**src/rtl/lc3_mem_arbiter.sv**
```systemverilog
// lc3_mem_arbiter: shares the LC-3 single-port memory between CPU and debug port.
// Optional macro LC3_MEM_ARB_RR_EN selects round-robin arbitration (default: CPU priority).
module lc3_mem_arbiter #(
  parameter int ADDR_W  = 16,
  parameter int DATA_W  = 16,
  parameter int MEM_LAT = 1
) (
  input  logic              clk,
  input  logic              reset,
  input  logic              cpu_req,
  input  logic              cpu_we,
  input  logic [ADDR_W-1:0] cpu_addr,
  input  logic [DATA_W-1:0] cpu_wdata,
  output logic              cpu_done,
  output logic [DATA_W-1:0] cpu_rdata,
  input  logic              dbg_req,
  input  logic              dbg_we,
  input  logic [ADDR_W-1:0] dbg_addr,
  input  logic [DATA_W-1:0] dbg_wdata,
  output logic              dbg_done,
  output logic [DATA_W-1:0] dbg_rdata,
  output logic              mem_en,
  output logic              mem_we,
  output logic [ADDR_W-1:0] mem_addr,
  output logic [DATA_W-1:0] mem_wdata,
  input  logic [DATA_W-1:0] mem_rdata,
  output logic              busy
);

  typedef enum logic [1:0] {
    IDLE,
    ISSUE,
    WAIT,
    RESP
  } state_t;

  localparam logic [2:0] LAT_M1 = 3'(MEM_LAT - 1);

  state_t state;
  state_t nextState;

  // owner: 1 = CPU, 0 = debug
  logic              owner;
  logic              latWe;
  logic [ADDR_W-1:0] latAddr;
  logic [DATA_W-1:0] latWdata;
  logic [2:0]        waitCnt;
  logic [DATA_W-1:0] rdReg;
  logic              anyReq;
  logic              grantCpu;
  logic              take;

  assign anyReq = cpu_req | dbg_req;
  assign take   = (state == IDLE) && anyReq;

`ifdef LC3_MEM_ARB_RR_EN
  logic lastCpu;

  // Ties go to whichever port was not granted last
  always_comb begin
    grantCpu = cpu_req && (!dbg_req || !lastCpu);
  end

  // Remember the most recent winner at every grant
  always_ff @(posedge clk) begin
    if (reset) begin
      lastCpu <= 1'b0;
    end else if (take) begin
      lastCpu <= grantCpu;
    end
  end
`else
  // Fixed priority: CPU always wins a tie
  always_comb begin
    grantCpu = cpu_req;
  end
`endif

  // Next-state logic for the transaction sequencer
  always_comb begin
    nextState = state;
    unique case (state)
      IDLE:  if (anyReq) nextState = ISSUE;
      ISSUE: nextState = WAIT;
      WAIT:  if (waitCnt == 3'd0) nextState = RESP;
      RESP:  nextState = IDLE;
      default: nextState = IDLE;
    endcase
  end

  // State register
  always_ff @(posedge clk) begin
    if (reset) begin
      state <= IDLE;
    end else begin
      state <= nextState;
    end
  end

  // Latch the winning request, run the latency counter, capture read data
  always_ff @(posedge clk) begin
    if (reset) begin
      owner    <= 1'b0;
      latWe    <= 1'b0;
      latAddr  <= '0;
      latWdata <= '0;
      waitCnt  <= 3'd0;
      rdReg    <= '0;
    end else begin
      if (take) begin
        owner    <= grantCpu;
        latWe    <= grantCpu ? cpu_we : dbg_we;
        latAddr  <= grantCpu ? cpu_addr : dbg_addr;
        latWdata <= grantCpu ? cpu_wdata : dbg_wdata;
      end
      if (state == ISSUE) begin
        waitCnt <= LAT_M1;
      end else if (state == WAIT) begin
        if (waitCnt == 3'd0) begin
          rdReg <= mem_rdata;
        end else begin
          waitCnt <= waitCnt - 3'd1;
        end
      end
    end
  end

  // Memory port is driven only during ISSUE and is zero otherwise
  assign mem_en    = (state == ISSUE);
  assign mem_we    = mem_en & latWe;
  assign mem_addr  = mem_en ? latAddr : '0;
  assign mem_wdata = mem_en ? latWdata : '0;

  assign cpu_done  = (state == RESP) && owner;
  assign dbg_done  = (state == RESP) && !owner;
  assign cpu_rdata = rdReg;
  assign dbg_rdata = rdReg;
  assign busy      = (state != IDLE);

endmodule

```
**config.mk**
```make
export PLATFORM = sky130hd
export DESIGN_NAME = lc3_mem_arbiter
export DESIGN_NICKNAME = d
export VERILOG_FILES = /design/src/rtl/lc3_mem_arbiter.sv
export SDC_FILE = /design/constraint.sdc
export NUM_CORES = 1
export LEC_CHECK = 0
export CAP_MARGIN = 5
export CELL_PAD_IN_SITES_DETAIL_PLACEMENT = 1
export CELL_PAD_IN_SITES_GLOBAL_PLACEMENT = 2
export CORE_ASPECT_RATIO = 2
export CORE_MARGIN = 3
export CORE_UTILIZATION = 23
export CTS_BUF_LIST = sky130_fd_sc_hd__clkbuf_8 sky130_fd_sc_hd__clkbuf_16
export CTS_CLUSTER_DIAMETER = 150
export DETAILED_ROUTE_END_ITERATION = 8
export PLACE_DENSITY_LB_ADDON = 0.1
export RECOVER_POWER = 25
export SYNTH_ARGS = -nofsm -noshare
export SYNTH_HDL_FRONTEND = slang
export SYNTH_SLANG_ARGS = --single-unit
```
**constraint.sdc**
```tcl
create_clock -name clk -period 2.7 [get_ports clk]
set_input_delay 0.54 -clock clk [delete_from_list [all_inputs] [get_ports clk]]
set_output_delay 0.54 -clock clk [all_outputs]
set_load 0.01 [all_outputs]
```
-- Word-level counts from Yosys, hierarchy flattened
Index checks and enable logic that the tools add are counted.
- register bits after elaboration: 55
- bits in latches: 0
- bits in writable memories: 0
- bits in read-only memories: 0
- bits of input ports: 86
- memories kept: 0
- add/subtract/negate cells: 1
- multiply operators: 0
- div/mod/pow operators: 0
- order comparisons: 0
- equality and inequality tests: 5
- shift operators: 0
- mux-type cells: 8
- bitwise operators: 4
- reduce and logical (&&, ||, !) cells: 11
- operator list (cell ; count):
    $mux 16 ; 4
    $pmux 2 s4 ; 1
    $eq 2x2->1 const B ; 2
    $mux 2 ; 2
    $reduce_and 2->1 ; 2
    $logic_and 1x1->1 ; 3
    $logic_not 3->1 ; 1
    $reduce_and 3->1 ; 1
    $sub 3x1->3 const B ; 1
    $eq 2x1->1 const B ; 1
    $logic_not 2->1 ; 1
    $ne 2x1->1 const B ; 1
    $ne 2x2->1 const B ; 1
    $not 1->1 ; 2
    $reduce_bool 2->1 ; 1
    $reduce_or 2->1 ; 1
    $and 1x1->1 ; 1
    $logic_not 1->1 ; 1
    $mux 1 ; 1
    $or 1x1->1 ; 1

-- Depth between registers and ports, before layout
- word-level depth: 3
- mapped depth: 8
- gate-level depth less buffers: 6

-- Worst setup path after synthesis
OpenSTA, ideal clock, no wires.
- path type: register -> output
- start: register state[1]
- end: output mem_wdata[10]
- arrival time: 1.150 ns
- required time: 2.160 ns
- path slack: 1.010 ns
- stages on the path, launching flop included: 5
- cells stage by stage: dfxtp_1 -> inv_1 -> ha_1 -> clkbuf_1 -> and2_1
- word-level cells in the longest chain between the ends: 2
- ends and longest elaborated chain (what ; line ; RTL):
    start: declaration ; 39 ; state_t state;
    start signal: assignment ; 96 ; state <= nextState;
    $eq 2x1->1 ; 129 ; assign mem_en = (state == ISSUE);
    named net mem_en ; 22 ; output logic mem_en,
    $mux 16 ; 132 ; assign mem_wdata = mem_en ? latWdata : '0;
    end: declaration ; 25 ; output logic [DATA_W-1:0] mem_wdata,
The timed path passes the listed nets, and every way through them passes these cells.

-- Worst setup path in the final report
- start: register state[1]
- end: output mem_wdata[0]
- word-level cells in the longest chain between the ends: 2
- ends and longest elaborated chain (what ; line):
    $eq 2x1->1 ; 129
    $mux 16 ; 132
No other way between the ends.

==> impl_metrics.env <==
export IMPL_die_x_microns=85.41
export IMPL_pwr_share_comb_pct=46.2
export IMPL_p_sw_share_pct=35.38
export IMPL_path_max_fanout=24
export IMPL_final_hold_viol_count=0
export IMPL_netlist_area_sq_um=2900
export IMPL_cts_tree="done"
export IMPL_p_leak_uw=0.001742
export IMPL_rows=57
export IMPL_grt_pass1_wl_mm=14.25
export IMPL_dr_pass1_iters=4
export IMPL_p_int_uw=2344
export IMPL_fmax_mhz=411.1
export IMPL_hold_path_class="flop to flop"
export IMPL_wl_mm=9.135
export IMPL_setup_violations=0
export IMPL_rsz0062_at_grt="no"
export IMPL_viasPerCell=4.438
export IMPL_fin_crit_sh_pct=90.10
export IMPL_clock_power_share_pct=21.0
export IMPL_syn_nets=405
export IMPL_grt_ovfl_total=0
export IMPL_syn_inst=311
export IMPL_async_reset_ff_share_pct=0
export IMPL_cts_path_max_buffers=2
export IMPL_grt_use_met3_pct=2.396
export IMPL_maxCapViolations=0
export IMPL_syn2layout_area_growth_pct=57.81
export IMPL_cts_sink_count=55
export IMPL_synth_most_common_cell="dfxtp_1"
export IMPL_dpl_cell_area_sq_um=4420
export IMPL_ant_nets=0
export IMPL_grt_pass1_vias=2824
export IMPL_num_fill_cells=1424
export IMPL_antenna_found_initial=0
export IMPL_dp_slack_ps=560.6
export IMPL_finClkSkew_ps=4.978
export IMPL_clk_latency_ps=290
export IMPL_power_density_nw_per_um2=792.5
export IMPL_start_util_pct=23.64
export IMPL_yosysSeqAreaShare_pct=37.96
export IMPL_vias=2605
export IMPL_power_uw=3627
export IMPL_syn_avg_cell_area_sq_um=9.326
export IMPL_seqPwrFrac_pct=32.7
export IMPL_fp_coreArea_sq_um=12270
export IMPL_critPathCaptureType="output pin"
export IMPL_timing_slew_headroom_pct=39.38
export IMPL_status="completed"
export IMPL_criticalPathCategory="flop to output pin"
export IMPL_switchingPower_uw=1283
export IMPL_busiest_layer="met2"
export IMPL_cts_root_buf="clkbuf_16"
export IMPL_worstSetupStartpointType="flop"
export IMPL_postCtsHoldBufs=0
export IMPL_nets=533
export IMPL_cp_arrival_ps=1890
export IMPL_gp_congestion=0.6571
export IMPL_synth_seq_cells=55
export IMPL_final_area_sq_um=4577
export IMPL_synth_top_cell_area_share_pct=37.96
export IMPL_die_height_microns=164.8
export IMPL_yosys_top_cells_area="dfxtp_1 38%, a211oi_2 13%, mux2i_1 12%"
export IMPL_cts_setup_buffers=0
export IMPL_routedWlPerCell_microns=15.56
export IMPL_synth_common_cells="55 x dfxtp_1, 37 x nor2_1, 35 x and2_1"
export IMPL_dp_hpwl_mm=6.843
export IMPL_drc_errors=0
export IMPL_grtUsageMet2_pct=26.24
export IMPL_numCtsBuffers=5
export IMPL_yosys_warnings=0
export IMPL_ys_flop_type="dfxtp_1"
export IMPL_fin_ws_ps=267.4
export IMPL_finalMaxSlewViolations=0
export IMPL_layout_drive_gt1_share_pct=10.45
export IMPL_fin_setup_tns_ps=0
export IMPL_cts_resized=0
export IMPL_grt_start_max_net_pins=67
export IMPL_gr_usage_met1_pct=12.68
export IMPL_crit_required_ps=2160
export IMPL_tightest_slew_ps=908.7
export IMPL_grt_use_total_pct=12.87
export IMPL_port_buffers=154
export IMPL_ys_types=27
export IMPL_synth_edff_count=0
export IMPL_ir_worst_vdd_uv=424.3
export IMPL_io_pins=155
export IMPL_min_period_ps=2433
export IMPL_n_antenna_cell=0
export IMPL_die_area_sq_um=14080
export IMPL_clk_pin_slew_worst_paths_ps=70
export IMPL_cts_htree_levels=2
export IMPL_synth_top_area_cell="dfxtp_1"
export IMPL_drt_iter0_markers=50
-- layout make-up --
class	instances	area, sq um	area share [%]
inverter	7	26.28	0.5741
multi-input combinational	210	1503	32.83
tap	147	183.9	4.019
clock inverter	2	35.03	0.7654
sequential	55	1101	24.06
timing repair buffer	160	1589	34.72
clock buffer	6	138.9	3.034
-- metrics by stage --
step | std cells | util, % | hold slack, ps
2_1_floorplan | 311 | - | 473.6
3_3_place_gp | 579 | 36.04 | 456.3
3_5_place_dp | 579 | 36.04 | 465.6
4_1_cts | 587 | 37.45 | 476.3
5_1_grt | 587 | 37.31 | 496.7
6_report | 587 | 37.31 | 471.3
-- routing by layer --
metal | wire length, microns | vias to the layer above
li1 | - | 1281
met2 | 5270 | 96
met4 | 83 | 0
met5 | 0 | -
met3 | 509 | 5
met1 | 3271 | 1223
-- worst paths after layout --
path                 from           end  slack, ps  cells after the start
min reg2reg  cpu_rdata[9]  cpu_rdata[9]        470                      2
max              state[1]  mem_wdata[0]        270                      5
min          cpu_rdata[9]  cpu_rdata[9]        470                      2
max reg2reg      state[0]    latAddr[7]        630                      6
-- cells by family (layout without fill, tap and decap cells) --
family,after synthesis,count (layout),share of synthesized area (%)
AND/OR/NAND/NOR,111,111,17.82
AO/OA/AOI/OAI,56,56,18.68
flip-flops,55,55,37.96
buffers and inverters,46,175,10.05
multiplexers,34,34,11.73
adder cells (fa/ha/maj),8,8,3.451
XOR/XNOR,1,1,0.3020
-- power groups by stage --
stage	sequential (uW)	clock, uW	combinational (uW)
3_5_place_dp	1210	0	1740
5_1_grt	1220	825	1850
6_report	1190	762	1680
3_3_place_gp	1210	0	1710
2_1_floorplan	1180	0	1100
4_1_cts	1190	800	1750
-- cells in the final DEF, fill, tap and decap left out, types with 2 or more instances in the layout --
cell             count
nor2_1              37
nand2_1             34
dfxtp_1             55
clkbuf_16            5
a211oi_2            29
a2111oi_0            2
nand2b_1             2
buf_2                2
a211oi_1             4
inv_1                7
and2_1              34
a21oi_1             17
ha_1                 8
buf_4                4
clkdlybuf4s50_1    152
mux2i_1             34
-- registers in the layout (all words and copies together), names as in the netlist --
name and count:
cpu_rdata 16, waitCnt 3, latAddr 16, latWe 1
latWdata 16, owner 1, state 2
-- critical path, stage by stage, from the launching register on --
cell and delay (ps):
dfxtp_1 350, inv_1 110, ha_1 170, buf_4 250, and2_1 180, clkdlybuf4s50_1 540
(Power assumes the default switching activity.)
